==> src/rtl/uart_tx_arb_if.sv <==
// Requester, UART and status signals of the packet arbiter in front of a UART transmitter.
interface uart_tx_arb_if;
    logic [3:0]  req;
    logic [31:0] data;
    logic [3:0]  last;
    logic [3:0]  ack;
    logic        transmit;
    logic [7:0]  data_tx;
    logic        busy_tx;
    logic [1:0]  grant_id;
    logic        active;
    logic        err;

    modport master (
        output req, data, last, busy_tx,
        input  ack, transmit, data_tx, grant_id, active, err
    );

    modport slave (
        input  req, data, last, busy_tx,
        output ack, transmit, data_tx, grant_id, active, err
    );
endinterface

==> src/rtl/uart_tx_arb.sv <==
// Round-robin packet arbiter: sends a header byte followed by the owner's data bytes to a UART,
// pacing each byte on the transmitter's busy handshake and guarding every wait with a watchdog.
module uart_tx_arb #(
    parameter int          NREQ     = 4,
    parameter logic [7:0]  HDR_BASE = 8'hA0,
    parameter logic [15:0] TMO      = 16'd8191
) (
    input  logic         clk,
    input  logic         nRst,
    uart_tx_arb_if.slave bus
);

    // state | meaning: IDLE arbitrate | HDR load header | DATA await owner byte | WAIT_HI/WAIT_LO follow busy_tx
    typedef enum logic [2:0] {
        IDLE,
        HDR,
        DATA,
        WAIT_HI,
        WAIT_LO
    } state_t;

    state_t      state, state_n;
    logic [1:0]  ptr, ptr_n;
    logic [1:0]  grant_n;
    logic [1:0]  pick;
    logic        found;
    logic        hdr_flag, hdr_flag_n;
    logic        last_q, last_q_n;
    logic [15:0] cnt, cnt_n;
    logic        waiting;
    logic        timeout;
    logic [7:0]  data_tx_n;
    logic        transmit_n;
    logic [3:0]  ack_n;
    logic        err_n;

    always_comb begin
        state_n    = state;
        ptr_n      = ptr;
        grant_n    = bus.grant_id;
        hdr_flag_n = hdr_flag;
        last_q_n   = last_q;
        data_tx_n  = bus.data_tx;
        transmit_n = 1'b0;
        ack_n      = 4'b0000;
        err_n      = bus.err;
        found      = 1'b0;
        pick       = ptr;

        // Descending scan so the requester closest to ptr wins.
        for (int i = NREQ - 1; i >= 0; i--) begin
            if (bus.req[ptr + 2'(i)]) begin
                found = 1'b1;
                pick  = ptr + 2'(i);
            end
        end

        waiting = (state == DATA) || (state == WAIT_HI) || (state == WAIT_LO);
        timeout = waiting && (cnt == TMO);

        if (timeout) begin
            state_n = IDLE;
            err_n   = 1'b1;
            ptr_n   = bus.grant_id + 2'd1;
        end else begin
            unique case (state)
                IDLE: begin
                    if (found && !bus.busy_tx) begin
                        grant_n = pick;
                        state_n = HDR;
                    end
                end
                HDR: begin
                    data_tx_n  = HDR_BASE | {6'd0, bus.grant_id};
                    transmit_n = 1'b1;
                    hdr_flag_n = 1'b1;
                    state_n    = WAIT_HI;
                end
                DATA: begin
                    if (bus.req[bus.grant_id]) begin
                        data_tx_n             = bus.data[{bus.grant_id, 3'b000} +: 8];
                        last_q_n              = bus.last[bus.grant_id];
                        transmit_n            = 1'b1;
                        ack_n[bus.grant_id]   = 1'b1;
                        hdr_flag_n            = 1'b0;
                        state_n               = WAIT_HI;
                    end
                end
                WAIT_HI: begin
                    if (bus.busy_tx) begin
                        state_n = WAIT_LO;
                    end
                end
                WAIT_LO: begin
                    if (!bus.busy_tx) begin
                        if (hdr_flag || !last_q) begin
                            state_n = DATA;
                        end else begin
                            state_n = IDLE;
                            ptr_n   = bus.grant_id + 2'd1;
                        end
                    end
                end
                default: state_n = IDLE;
            endcase
        end

        if (state_n != state) begin
            cnt_n = 16'd0;
        end else if (waiting) begin
            cnt_n = cnt + 16'd1;
        end else begin
            cnt_n = 16'd0;
        end
    end

    always_ff @(posedge clk) begin
        if (!nRst) begin
            state        <= IDLE;
            ptr          <= 2'd0;
            hdr_flag     <= 1'b0;
            last_q       <= 1'b0;
            cnt          <= 16'd0;
            bus.ack      <= 4'b0000;
            bus.transmit <= 1'b0;
            bus.data_tx  <= 8'h00;
            bus.grant_id <= 2'd0;
            bus.active   <= 1'b0;
            bus.err      <= 1'b0;
        end else begin
            state        <= state_n;
            ptr          <= ptr_n;
            hdr_flag     <= hdr_flag_n;
            last_q       <= last_q_n;
            cnt          <= cnt_n;
            bus.ack      <= ack_n;
            bus.transmit <= transmit_n;
            bus.data_tx  <= data_tx_n;
            bus.grant_id <= grant_n;
            bus.active   <= (state_n != IDLE);
            bus.err      <= err_n;
        end
    end

endmodule

==> src/flat_wrapper.sv <==
// flat-port wrapper written by rule: the top's interface ports become plain ports
module uart_tx_arb_flat 
#(
    parameter int          NREQ     = 4,
    parameter logic [7:0]  HDR_BASE = 8'hA0,
    parameter logic [15:0] TMO      = 16'd8191
)
  (clk, nRst, bus_req, bus_data, bus_last, bus_busy_tx, bus_ack, bus_transmit, bus_data_tx, bus_grant_id, bus_active, bus_err);
  uart_tx_arb_if bus_i ();
  input  logic clk;
  input  logic nRst;
  input wire logic [$bits(bus_i.req)-1:0] bus_req;
  input wire logic [$bits(bus_i.data)-1:0] bus_data;
  input wire logic [$bits(bus_i.last)-1:0] bus_last;
  input wire logic [$bits(bus_i.busy_tx)-1:0] bus_busy_tx;
  output wire logic [$bits(bus_i.ack)-1:0] bus_ack;
  output wire logic [$bits(bus_i.transmit)-1:0] bus_transmit;
  output wire logic [$bits(bus_i.data_tx)-1:0] bus_data_tx;
  output wire logic [$bits(bus_i.grant_id)-1:0] bus_grant_id;
  output wire logic [$bits(bus_i.active)-1:0] bus_active;
  output wire logic [$bits(bus_i.err)-1:0] bus_err;
  assign bus_i.req = bus_req;
  assign bus_i.data = bus_data;
  assign bus_i.last = bus_last;
  assign bus_i.busy_tx = bus_busy_tx;
  assign bus_ack = bus_i.ack;
  assign bus_transmit = bus_i.transmit;
  assign bus_data_tx = bus_i.data_tx;
  assign bus_grant_id = bus_i.grant_id;
  assign bus_active = bus_i.active;
  assign bus_err = bus_i.err;
  uart_tx_arb #(.NREQ(NREQ), .HDR_BASE(HDR_BASE), .TMO(TMO)) u_core (.clk(clk), .nRst(nRst), .bus(bus_i));
endmodule
==> config.mk <==
export PLATFORM = sky130hd
export DESIGN_NAME = uart_tx_arb_flat
export DESIGN_NICKNAME = d
export VERILOG_FILES = /design/src/rtl/uart_tx_arb_if.sv /design/src/rtl/uart_tx_arb.sv /design/src/flat_wrapper.sv
export SDC_FILE = /design/constraint.sdc
export NUM_CORES = 1
export LEC_CHECK = 0
export BUFFER_PORTS_ARGS = -buffer_cell sky130_fd_sc_hd__clkbuf_2
export CORE_AREA = 5 5 74 76
export CTS_CLUSTER_DIAMETER = 30
export CTS_CLUSTER_SIZE = 12
export DETAILED_ROUTE_END_ITERATION = 6
export DIE_AREA = 0 0 79 81
export GPL_TIMING_DRIVEN = 0
export MAX_ROUTING_LAYER = met4
export PLACE_DENSITY = 0.74
export SETUP_SLACK_MARGIN = 0.05
export SYNTH_ARGS = -nofsm -noshare
export SYNTH_HDL_FRONTEND = slang
export SYNTH_SLANG_ARGS = --single-unit
==> constraint.sdc <==
create_clock -name clk -period 2.3 [get_ports clk]
set_clock_uncertainty 0.2 [all_clocks]
set_input_delay 0.115 -clock clk [delete_from_list [all_inputs] [get_ports clk]]
set_output_delay 0.115 -clock clk [all_outputs]
set_load 0.01 [all_outputs]
== Yosys cells after proc, flatten, opt, wreduce, memory -nomap -nowiden ==
Index checks and enable logic that the tools add are counted.
Storage, ports and cells
  bits in registers: 40
  input port bits: 43
  output and inout port bits: 17
  word-level logic and storage cells: 95
Cells by class
  add/sub/neg operators: 5
  order comparisons: 6
  equal/unequal tests: 9
  shifts and indexed selects: 1
  multiplexer cells: 39
  bitwise logic cells: 5
  reductions and logical operators: 19
Operators by type and width (count)
  $shiftx 32x6->8: 1
  $mux 2: 9
  $add 16x1->16 const B: 1
  $eq 16x13->1 const B: 1
  $pmux 8 s2: 1
  $lt 2x3->1 const B: 5
  $mux 3: 5
  $pmux 3 s5: 1
  $mux 1: 13
  $bmux 1 s2: 6
  $reduce_and 3->1: 4
  $mux 8: 1
  $eq 3x2->1 const B: 2
  $not 1->1: 5
  $add 2x1->2 const B: 2
  $add 2x2->2 const B: 2
  $ne 2x1->1 const B: 2
  $pmux 1 s2: 2
  $reduce_bool 2->1: 2
  $reduce_or 4->1: 1
  $eq 3x1->1 const B: 1
  $eq 3x3->1 const B: 1
  $logic_and 1x1->1: 3
  $logic_not 3->1: 1
  other kinds (9): 12

== Longest topological paths before layout ==
Gate-level depths: netlist of the first run.
  depth after elaboration: 13
  mapped depth: 8

== Worst setup path before layout of the first run ==
OpenSTA, ideal clock, no wires.
  path kind: register -> register
  from: reg u_core.bus.grant_id[0]
  to: reg u_core.cnt[3]
  arrival time: 1945 ps
  path slack: 93 ps
  stages on the path, launching flop included: 8
  period minus slack after synthesis: 2207 ps
  path through: dfxtp_1 > buf_6 > mux4_2 > a22o_1 > a32oi_2 > nand4_4 > buf_6 > nor2_2
On the way
  word-level cells in the longest chain between the ends: 7
RTL lines
  start: declaration: line uart_tx_arb_if.sv:21  | output ack, transmit, data_tx, grant_id, active, err
  start signal: assignment: line uart_tx_arb.sv:139  | bus.grant_id <= grant_n;
  $bmux 1 s2: line uart_tx_arb.sv:80  | if (bus.req[bus.grant_id]) begin
  $mux 1 (not written as such): line uart_tx_arb.sv:80
  $mux 3: line uart_tx_arb.sv:80
  $pmux 3 s5: line uart_tx_arb.sv:66  | unique case (state)
  $mux 3: line uart_tx_arb.sv:61  | if (timeout) begin
  $ne 3x3->1: line uart_tx_arb.sv:108  | if (state_n != state) begin
  $reduce_or 3->1 (no source line)
  end signal: assignment: line uart_tx_arb.sv:135  | cnt <= cnt_n;
  end: declaration: line uart_tx_arb.sv:29  | logic [15:0] cnt, cnt_n;
Every way passes these cells. The select of a mux whose other input is x is not followed.
A chain may end at the register's enable or synchronous reset.

== Worst setup path in the final report of the first run ==
  from: reg u_core.bus.grant_id[0]
  to: reg u_core.cnt[5]
Same word-level chain as after synthesis.

==> summary.md, run 1 <==
| Metric | Value |
|---|---|
| Synth Flop Type | `dfxtp_1` |
| Endpoints failing setup | `0` |
| DRC Markers | `0` |
| Synth Area in XOR/XNOR | `under 10%` |
| Share of cells above drive strength 1 | `a little over a third` |
| Post-Route WL | `5260 µm` |
| Status | `finished, final reports clean` |
| Worst Hold Class | `input pin to flip-flop` |
| Fin. Hold Viols | `0` |
| Largest net degree at the start of global routing | `14` |
| Worst R2R Path Depth | `7` |
| Die height | `81 µm` |
| Detailed-route via count | `a little under 2000` |
| Commonest non-fill, non-tap cells in the layout | `61 x clkbuf_2, 39 x dfxtp_1, 19 x nor2_1` |
| Critical path fanouts, max | `10` |
| Crit share post-route | `between 90 and 100%` |
| Worst-Skew Late Latency | `approximately 0.30 ns` |
| RR Startpoint | `u_core.bus.grant_id[0]` |
| Worst Path Required | `2.33 ns` |
| Core box area | `between 4000 and 5000 µm²` |
| Commonest non-fill, non-tap cell in the layout | `clkbuf_2` |
| Setup crit start kind | `flip-flop` |
| Worst Hold Endpoint | `u_core.bus.grant_id[1]` |
| Total power | `approximately 1.9 mW` |
| Slew headroom | `a little over three fifths` |
| RSZ-0062 raised after global routing | `true` |
| Post-synth EDFFs | `0` |
| Finished Cell Area | `between 2000 and 3000 µm²` |
| R2r endpoint | `u_core.cnt[5]` |
| Max cap viols | `0` |
| Adder-cell share of the synthesized area | `approximately 3.0%` |
| Netlist cell types | `45` |
| Post-Synth Simple-Gate Area | `around a quarter` |
| Min Tclk post-route | `between 2 and 2.5 ns` |
| Placed Area | `2480 µm²` |
| Mux cell area share after synthesis | `11.5%` |
| Area grow syn2layout | `30.4%` |
| Clock-pin slew on the worst setup and hold paths | `~0.070 ns` |
| Site Rows | `25` |
| I/O Buffers | `59` |
| Seq/Total Area, Yosys | `a little under two fifths` |
| Nets | `~350` |
| First-pass GRT wire length | `around 8300 µm` |
| Initial antenna violation count | `0` |
| Clk sink count | `40` |
| TritonCTS clock tree | `done` |
| Mean Syn Cell Area | `between 9 and 10 µm²` |
| Number of I/O pins | `60` |
| Post-synthesis net count | `between 200 and 300` |
| H-tree levels | `2` |
| R2R setup slack | `between 0.09 and 0.1 ns` |
| Crit path kind | `flip-flop to flip-flop` |
| Inserted Clock Buffers | `5` |
| CP Capture Type | `flip-flop` |
| Detail Route Antenna Nets | `0` |
| CTS Buffer Depth | `2` |
| Measured slew at the worst slew-check pin | `~0.55 ns` |
| Slew Viols, Final | `0` |
| Hold depth | `3` |
| Starting density of the core | `a little under half` |
| Maximum vdd drop | `between 0.0004 and 0.0005 V` |
| Vias in the first global route | `approximately 1800` |
| Cells after Synth | `between 200 and 250` |
| Drt first pass iters | `4` |
| Largest family of logic cells by synthesized area | `simple AND/OR/NAND/NOR gates` |
| Post-Syn Area | `2120 µm²` |
| Area of the die | `around 6400 µm²` |
| Crit path from | `u_core.bus.grant_id[0]` |
| DRT iter0 DRCs | `77` |
| Total grt overflow | `0` |
| Mean routed wirelength per cell | `about 15 µm` |
| Finished Core Util | `about three fifths` |
| N_diodes | `0` |
| Pwr/cell area | `671 nW/µm²` |
| #FFs+latches synth | `40` |
| Chip Width | `about 79 µm` |
| Vias/cell | `roughly 5.4` |
| Dpl hpwl | `slightly below 4000 µm` |
| Hold path start | `bus_req[3]` |
| Clock root cell | `clkbuf_8` |
| Fraction of registers with async set/reset | `0%` |
| Highest Clock Rate | `about 0.45 GHz` |
| Routability Congestion | `about 0.80` |
| YS warnings | `0` |
| Post-synthesis compound-gate area fraction | `13.8%` |
| GRT Total Usage | `~17%` |
| Crit path DAT | `2.23 ns` |
| Leak | `approximately 1.2 nW` |
cell families (layout without fill, tap and decap cells):
| group | after synthesis | count (layout) |
|---|---|---|
| AO/OA/AOI/OAI | 39 | 39 |
| XOR/XNOR | 14 | 14 |
| adder cells (fa/ha/maj) | 5 | 5 |
| buffers and inverters | 16 | 94 |
| flip-flops | 40 | 40 |
| multiplexers | 13 | 13 |
| AND/OR/NAND/NOR | 97 | 97 |
critical path, stage by stage, from the launching register on:
cell	delay, ns
dfxtp_4	0.36
buf_8	0.12
mux4_2	0.56
a22o_1	0.27
a32oi_2	0.20
nand4_4	0.13
buf_6	0.18
nor2_2	0.10
flip-flops by register name, indices dropped and copies added, names as in the netlist:
name and cells:
u_core.bus.err 1, u_core.bus.data_tx 8, u_core.bus.ack 4, u_core.hdr_flag 1, u_core.ptr 2, u_core.state 3
u_core.last_q 1, u_core.bus.grant_id 2, u_core.bus.active 1, u_core.cnt 16, u_core.bus.transmit 1
cell type report:
class | instances | area, µm²
Fill cell | 388 | 1900
Inverter | 5 | 18.8
Timing Repair Buffer | 71 | 390
Sequential cell | 40 | 805
Multi-Input combinational cell | 168 | 1260
Tap cell | 54 | 67.6
Clock buffer | 5 | 68.8
Buffer | 10 | 62.6
Clock inverter | 3 | 90.1
repair_timing:
| action | in CTS | in global routing |
|---|---|---|
| buffers inserted | 4 | 4 |
| pin swaps | 2 | 1 |
| hold endpoints to repair | 2 | 1 |
| cloned | 1 | 0 |
| hold buffers | 2 | 1 |
| endpoints found under the setup margin | 22 | 31 |
| resized for setup | 4 | 12 |
per-layer routing:
metal | vias up | track usage [%] | share of wire (%)
met3 | 13 | 3.44 | 4.9
met5 | - | - | 0
met2 | 63 | 28.3 | 50
li1 | 959 | - | -
met1 | 887 | 20.4 | 43
met4 | 0 | 7.22 | 1.6
power by group:
part	internal, mW	switching [mW]
combinational	0.157	0.167
sequential	0.723	0.0201
clock	0.543	0.246
total	1.42	0.433
worst max-delay path by stage:
stage                                  endpoint  slack, ns  cells past startpoint
after CTS                 u_core.bus.data_tx[0]       0.06                      7
after global placement    u_core.bus.data_tx[4]      -0.06                      6
final                             u_core.cnt[5]        0.1                      7
after detailed placement  u_core.bus.data_tx[4]      -0.07                      6
after floorplan                   u_core.cnt[3]       0.09                      7
after global routing              u_core.cnt[5]       0.03                      7
synthesized netlist by cell type (all sizes together), types with 3 or more instances:
cell / number / area (µm²)
a21oi: 4 / 20.0
a22o: 5 / 43.8
a31oi: 3 / 18.8
and2: 6 / 37.5
and3: 5 / 31.3
buf: 3 / 27.5
clkbuf: 8 / 30.0
dfxtp: 40 / 801
ha: 5 / 62.6
inv: 5 / 18.8
mux2i: 4 / 40.0
mux4: 8 / 191
nand2: 17 / 63.8
nand2b: 3 / 18.8
nand3: 9 / 45.0
nand4: 4 / 40.0
nor2: 30 / 138
nor2b: 11 / 68.8
nor3: 5 / 25.0
nor3b: 4 / 30.0
o211ai: 4 / 30.0
o21ai: 9 / 45.0
xnor2: 6 / 52.6
xor2: 8 / 70.1
per-stage QoR:
stage / worst slack (ns) / setup TNS, ns / hold WS [ns] / instances
floorplan: 0.0932 / 0 / 0.0805 / 224
global placement: -0.0574 / -0.253 / 0.240 / 337
detailed placement: -0.0716 / -0.708 / 0.246 / 337
CTS: 0.0556 / 0 / 0.0167 / 351
global route: 0.0311 / 0 / 0.0356 / 356
finish: 0.0999 / 0 / 0.0225 / 356
Note: power is estimated with default switching activity, not from simulation.
==> run 2, diff against run 1 <==
--- a/config.mk
+++ b/config.mk
@@ -6,15 +6,16 @@
 export NUM_CORES = 1
 export LEC_CHECK = 0
 export BUFFER_PORTS_ARGS = -buffer_cell sky130_fd_sc_hd__clkbuf_2
-export CORE_AREA = 5 5 74 76
+export CORE_AREA = 2 2 71 73
 export CTS_CLUSTER_DIAMETER = 30
 export CTS_CLUSTER_SIZE = 12
 export DETAILED_ROUTE_END_ITERATION = 6
-export DIE_AREA = 0 0 79 81
+export DIE_AREA = 0 0 73 75
 export GPL_TIMING_DRIVEN = 0
 export MAX_ROUTING_LAYER = met4
 export PLACE_DENSITY = 0.74
 export SETUP_SLACK_MARGIN = 0.05
+export SLEW_MARGIN = 20
 export SYNTH_ARGS = -nofsm -noshare
 export SYNTH_HDL_FRONTEND = slang
 export SYNTH_SLANG_ARGS = --single-unit
==> run 2 against run 1 <==
Combinational power fell by 4%. Via count fell by 1.6%. Clock power fell by 39%. Hold slack improved by 0.018 ns. Critical endpoint is now u_core.cnt[7]. Highest routed layer unchanged.
==> summary.md, run 2 (synthesis results as in run 1) <==
| Metric | Value |
|---|---|
| Met3 wire length | `164 µm (-36%)` |
| RR Startpoint | `u_core.bus.grant_id[0]` |
| Regs by FF count | `u_core.cnt (16), u_core.bus.data_tx (8), u_core.bus.ack (4)` |
| Measured slew at the worst slew-check pin | `0.603 ns (+0.0489 ns)` |
| Detail Route Antenna Nets | `0 (unchanged)` |
| First-pass GRT wire length | `7700 µm (-7.8%)` |
| Die height | `75 µm (-7.4%)` |
| Critical path fanouts, max | `10 (unchanged)` |
| Uppermost layer routed | `met4` |
| CP cell instances | `buf_8 -> mux4_2 -> a22o_1 -> a32oi_2 -> nand4_4 -> buf_6 -> nor2_2` |
| Routability Congestion | `0.818 (+2.3%)` |
| Pwr/cell area | `576 nW/µm² (-14%)` |
| Vias in the first global route | `1777 (-3.2%)` |
| R2r endpoint | `u_core.cnt[7]` |
| Worst Hold Class | `input pin to flip-flop` |
| Worst Path Required | `2.33 ns (about the same)` |
| Setup TNS | `0 ns (unchanged)` |
| Core box area | `4660 µm² (unchanged)` |
| Crit path from | `u_core.bus.grant_id[0]` |
| Vias/cell | `5.37 (-0.49%)` |
| Finished Cell Area | `2660 µm² (-3.8%)` |
| GRT Total Usage | `18.7% (+1.6 points)` |
| Non-filler cells, final | `352 (-1.1%)` |
| Min Tclk post-route | `2.17 ns (-0.0350 ns)` |
| Clock-pin slew on the worst setup and hold paths | `0.07 ns (about the same)` |
| Area of the die | `5480 µm² (-14%)` |
| DRT iter0 DRCs | `66 (-14%)` |
| R2R setup slack | `0.13 ns (+0.03 ns)` |
| CP max stage delay | `0.55 ns (about the same)` |
| Final worst slack | `0.135 ns (+0.0350 ns)` |
| Crit path kind | `flip-flop to flip-flop` |
| Detailed-route via count | `1891 (-1.6%)` |
| Number of I/O pins | `60 (unchanged)` |
| CP endpoint | `u_core.cnt[7]` |
| N_diodes | `0 (unchanged)` |
| Clock root cell | `clkbuf_8` |
| Setup WS pre-CTS | `-0.0570 ns (+0.0146 ns)` |
| Met2 WL post-DR | `2440 µm (-8.0%)` |
| FF/Latch Area | `805 µm² (unchanged)` |
| Initial antenna violation count | `0 (unchanged)` |
| CP Capture Type | `flip-flop` |
| Critical Path Slowest Stage Cell | `mux4_2` |
| Worst-Skew Late Latency | `0.29 ns (about the same)` |
| Fill count | `413 (+6.4%)` |
| Commonest non-fill, non-tap cells in the layout | `60 x clkbuf_2, 39 x dfxtp_1, 19 x nor2_1` |
| Slew Viols, Final | `0 (unchanged)` |
| Chip Width | `73 µm (-7.6%)` |
| Number of flip-flops in the largest register | `16 (unchanged)` |
| WHS | `0.0403 ns (+0.0177 ns)` |
| RSZ-0062 raised after global routing | `true` |
| Metal1 wirelength | `2140 µm (-5.6%)` |
| Share of cells above drive strength 1 | `32.9% (-2.5 points)` |
| Maximum vdd drop | `0.000345 V (-22%)` |
| Crit path DAT | `2.19 ns (-0.04 ns)` |
| H-tree levels | `2 (unchanged)` |
| Highest Clock Rate | `0.462 GHz (+1.6%)` |
| Max cap viols | `0 (unchanged)` |
| Clk sink count | `40 (unchanged)` |
| Largest net degree at the start of global routing | `12 (-2)` |
| Endpoints failing setup | `0 (unchanged)` |
| Worst R2R Path Depth | `7 (unchanged)` |
| Inserted Clock Buffers | `5 (unchanged)` |
| Hold depth | `3 (unchanged)` |
| Total grt overflow | `0 (unchanged)` |
| Status | `finished, final reports clean` |
| Placed Area | `2480 µm² (unchanged)` |
| Area of the multi-input gates | `1250 µm² (-0.69%)` |
| Slew headroom | `59.8% (-3.0 points)` |
| Drt first pass iters | `4 (unchanged)` |
| Setup crit start kind | `flip-flop` |
| Dpl cells | `337 (unchanged)` |
| Post-Route WL | `4840 µm (-8.1%)` |
| Starting density of the core | `45.5% (unchanged)` |
| Crit share post-route | `94.1% (-1.5 points)` |
| Dpl hpwl | `3700 µm (-4.9%)` |
| Fin. Hold Viols | `0 (unchanged)` |
| DRC Markers | `0 (unchanged)` |
| Leak | `1.10 nW (-5.3%)` |
| Reg with most FFs | `u_core.cnt` |
| Commonest non-fill, non-tap cell in the layout | `clkbuf_2` |
| Nets | `345 (-1.1%)` |
| Area grow syn2layout | `25.4%` |
| Mean routed wirelength per cell | `13.7 µm (-7.0%)` |
| TritonCTS clock tree | `done` |
| Site Rows | `25 (unchanged)` |
| I/O Buffers | `59 (unchanged)` |
| CTS Buffer Depth | `2 (unchanged)` |
## run 2: cell types whose count changed in the layout (fill, tap and decap cells not counted), sizes merged
cell    before  now
buf         12    8
clkbuf      71   74
bufinv       3    0
## run 2: worst max-delay path, delay by kind of cell (launching register included)
family	cells	cell delay, ns
and+or+nand+nor	2	0.24
DFF	1	0.36
muxes	1	0.55
buffers and inverters	2	0.30
AOI/OAI and AO/OA	2	0.46
## run 2: how the worst min path moves through the flow
stage | slack [ns] | start | end
3_3_place_gp | 0.24 | u_core.last_q | u_core.last_q
3_5_place_dp | 0.25 | u_core.cnt[0] | u_core.cnt[0]
4_1_cts | 0.03 | nRst | u_core.cnt[2]
6_report | 0.04 | bus_req[3] | u_core.bus.grant_id[1]
2_1_floorplan | 0.08 | nRst | u_core.cnt[12]
5_1_grt | 0.05 | bus_data[17] | u_core.bus.data_tx[1]
## run 2: metrics by stage
step / power, mW / utilization, %
2_1_floorplan: 0.943 / -
3_3_place_gp: 1.04 / 53.3
3_5_place_dp: 1.05 / 53.3
4_1_cts: 1.54 / 56.3
5_1_grt: 1.61 / 57.0
6_report: 1.53 / 57.0
## run 2: area by class of cell
type                       instances  area share, %
inverter                           5          0.706
timing repair buffer              67           13.7
buffer                            10           2.31
clock buffer                       8           3.39
tap                               54           2.54
sequential                        40           30.3
multi-input combinational        168           47.1
## run 2: report_power, final
part           total [mW]  switching, mW  internal, mW
sequential          0.742         0.0195         0.723
clock               0.478          0.233         0.245
combinational       0.311          0.158         0.153
total                1.53          0.411          1.12
## run 2: layer usage
layer  vias to the layer above  GRT usage [%]
met2                        41           29.8
met5                         -              -
met1                       884           22.7
li1                        955              -
met4                         0           7.00
met3                        11           4.95
## run 2: what timing repair did
item / 4_1_cts / 5_1_grt
endpoints found under the hold margin: 2 / 1
pin swaps: 2 / 4
buffers inserted: 4 / 1
resized for setup: 3 / 8
gates cloned: 0 / 0
hold buffers: 2 / 1
setup endpoints to repair: 21 / 29
==> run 3, diff against run 2 <==
==> constraint.sdc (replaced) <==
create_clock -name clk -period 2.3 [get_ports clk]
set_clock_uncertainty 0.2 [all_clocks]
set_input_delay 0.115 -clock clk [delete_from_list [all_inputs] [get_ports clk]]
set_output_delay 0.115 -clock clk [all_outputs]
set_load 0.1 [all_outputs]
==> run 3 against run 2 <==
Register-to-register slack worse by 0.13 ns. Clock-buffer cell count shrank 2. Critical path depth increased by 1.
==> summary.md, run 3 (synthesis results as in run 1) <==
| Metric | Value |
|---|---|
| Status | `finished, final reports clean` |
| I/O Buffers | `59 (unchanged)` |
| Core box area | `4660 µm² (unchanged)` |
| Min Tclk post-route | `2.29 ns (+0.126 ns)` |
| Worst Hold Class | `input pin to flip-flop` |
| Setup TNS | `0 ns (unchanged)` |
| Post-Route WL | `5380 µm (+11%)` |
| Leak | `1.14 nW (+3.4%)` |
| Pwr/cell area | `602 nW/µm² (+4.5%)` |
| Detailed-route via count | `1915 (+1.3%)` |
| Measured slew at the worst slew-check pin | `0.631 ns (+0.0280 ns)` |
| Crit path DAT | `2.33 ns (+0.14 ns)` |
| DRC Markers | `0 (unchanged)` |
| H-tree levels | `2 (unchanged)` |
| Site Rows | `25 (unchanged)` |
| Commonest non-fill, non-tap cells in the layout | `60 x clkbuf_2, 38 x dfxtp_1, 17 x nand2_1` |
| Critical path fanouts, max | `5 (-5)` |
| Slew Viols, Final | `0 (unchanged)` |
| P_sw | `0.579 mW (+41%)` |
| Detail Route Antenna Nets | `0 (unchanged)` |
| Number of flip-flops in the largest register | `16 (unchanged)` |
| Worst R2R Path Depth | `7 (unchanged)` |
| Nets | `348 (+0.87%)` |
| Mean routed wirelength per cell | `15.2 µm (+11%)` |
| RR Startpoint | `u_core.bus.grant_id[0]` |
| TritonCTS clock tree | `done` |
| Slew headroom | `57.6% (-2.2 points)` |
| Worst-Skew Late Latency | `0.29 ns (about the same)` |
| Die height | `75 µm (unchanged)` |
| Clock power frac | `26.7% (-4.5 points)` |
| Setup WS pre-CTS | `-0.133 ns (-0.0760 ns)` |
| Total grt overflow | `0 (unchanged)` |
| Met2 Track Usage GR | `31.2% (+1.4 points)` |
| Reg with most FFs | `u_core.cnt` |
| Maximum vdd drop | `0.000280 V (-19%)` |
| Internal Power | `1.09 mW (-2.5%)` |
| Clock-pin slew on the worst setup and hold paths | `0.08 ns (about the same)` |
| Inserted Clock Buffers | `5 (unchanged)` |
| Vias/cell | `5.41 (+0.70%)` |
| Final worst slack | `0.00858 ns (-0.126 ns)` |
| Clk sink count | `40 (unchanged)` |
| Crit share post-route | `99.6% (+5.5 points)` |
| Worst Path Required | `2.34 ns (about the same)` |
| Max cap viols | `0 (unchanged)` |
| Endpoints failing setup | `0 (unchanged)` |
| Drt first pass iters | `5 (+1)` |
| Most Crowded Layer GR | `met2` |
| Area grow syn2layout | `31.0%` |
| Met1 Resource Use GR | `24.4% (+1.7 points)` |
| Highest Clock Rate | `0.436 GHz (-5.5%)` |
| Finished Core Util | `59.6% (+2.6 points)` |
| Fin. Hold Viols | `0 (unchanged)` |
| Initial antenna violation count | `0 (unchanged)` |
| CP endpoint | `u_core.cnt[1]` |
| Met3 Usage GRT | `4.28% (-0.67 points)` |
| Number of I/O pins | `60 (unchanged)` |
| Chip Width | `73 µm (unchanged)` |
| Clock root cell | `clkbuf_8` |
| Dpl hpwl | `4040 µm (+9.4%)` |
| CP Capture Type | `flip-flop` |
| Vias in the first global route | `1714 (-3.5%)` |
| Starting density of the core | `45.5% (unchanged)` |
| R2R setup slack | `0.009 ns (-0.13 ns)` |
| RSZ-0062 raised after global routing | `true` |
| R2r endpoint | `u_core.cnt[1]` |
| Largest net degree at the start of global routing | `12 (unchanged)` |
| Regs by FF count | `u_core.cnt (16), u_core.bus.data_tx (8), u_core.bus.ack (4)` |
| Crit path from | `bus_req[1]` |
| Commonest non-fill, non-tap cell in the layout | `clkbuf_2` |
| Setup crit start kind | `input pin` |
| CTS Buffer Depth | `2 (unchanged)` |
| DRT iter0 DRCs | `124 (+88%)` |
| Switching power share of the total | `34.6% (+7.8 points)` |
| Crit path kind | `input pin to flip-flop` |
| Fill count | `409 (-0.97%)` |
| Combinational power share | `28.7% (+8.4 points)` |
| Sequential power share | `44.5% (-4.0 points)` |
| First-pass GRT wire length | `8000 µm (+3.9%)` |
| Area of the die | `5480 µm² (unchanged)` |
| Routability Congestion | `0.864 (+5.6%)` |
| Share of cells above drive strength 1 | `36.3% (+3.4 points)` |
| N_diodes | `0 (unchanged)` |
| GRT Total Usage | `19.9% (+1.3 points)` |
run 3: per-stage QoR:
stage               instance area, µm²  power [mW]  std cells  hold WS (ns)
detailed placement                2490        1.20        337         0.246
finish                            2780        1.67        354        0.0301
global placement                  2490        1.19        337         0.241
CTS                               2620        1.66        350        0.0238
global route                      2780        1.75        354        0.0460
floorplan                         2130        1.09        224        0.0816
run 3: power by group through the flow:
stage / combinational (mW) / sequential [mW] / clock (mW)
final: 0.480 / 0.745 / 0.447
after global routing: 0.512 / 0.749 / 0.492
after CTS: 0.454 / 0.744 / 0.459
after detailed placement: 0.439 / 0.760 / 0
after global placement: 0.428 / 0.759 / 0
after floorplan: 0.178 / 0.911 / 0
run 3: timing repair:
action | in CTS | in global routing
pin swaps | 2 | 9
setup buffers | 3 | 5
cloned | 0 | 1
hold buffers | 3 | 0
resized for setup | 2 | 26
hold endpoints to repair | 3 | 0
setup endpoints to repair | 21 | 30
run 3: worst min path at each step:
stage,startpoint,to,cells past startpoint
3_3_place_gp,u_core.cnt[0],u_core.cnt[0],1
2_1_floorplan,bus_busy_tx,u_core.state[2],1
4_1_cts,bus_data[25],u_core.bus.data_tx[1],4
5_1_grt,bus_data[17],u_core.bus.data_tx[1],4
6_report,bus_data[25],u_core.bus.data_tx[1],4
3_5_place_dp,u_core.cnt[0],u_core.cnt[0],1
run 3: area by class of cell:
| cell class | instances | area (µm²) | share of cell area [%] |
|---|---|---|---|
| timing repair buffer | 71 | 418 | 15.1 |
| multi-input combinational | 168 | 1320 | 47.6 |
| buffer | 9 | 66.3 | 2.39 |
| inverter | 5 | 18.8 | 0.676 |
| clock buffer | 6 | 72.6 | 2.61 |
| sequential | 40 | 806 | 29.0 |
| tap | 54 | 67.6 | 2.43 |
| clock inverter | 1 | 5.00 | 0.180 |
run 3: per-layer routing:
| metal | part of all wire (%) | wire length [µm] |
|---|---|---|
| met5 | 0 | 0 |
| met4 | 3.1 | 167 |
| met3 | 4.4 | 237 |
| met2 | 50 | 2680 |
| met1 | 43 | 2290 |
run 3: worst max-delay path, stage by stage:
cell	delay, ns
dlygate4sd3_1	0.53
clkbuf_2	0.14
mux4_2	0.51
a22o_1	0.27
a32oi_2	0.23
nand4_4	0.22
clkbuf_16	0.23
nor2_2	0.07
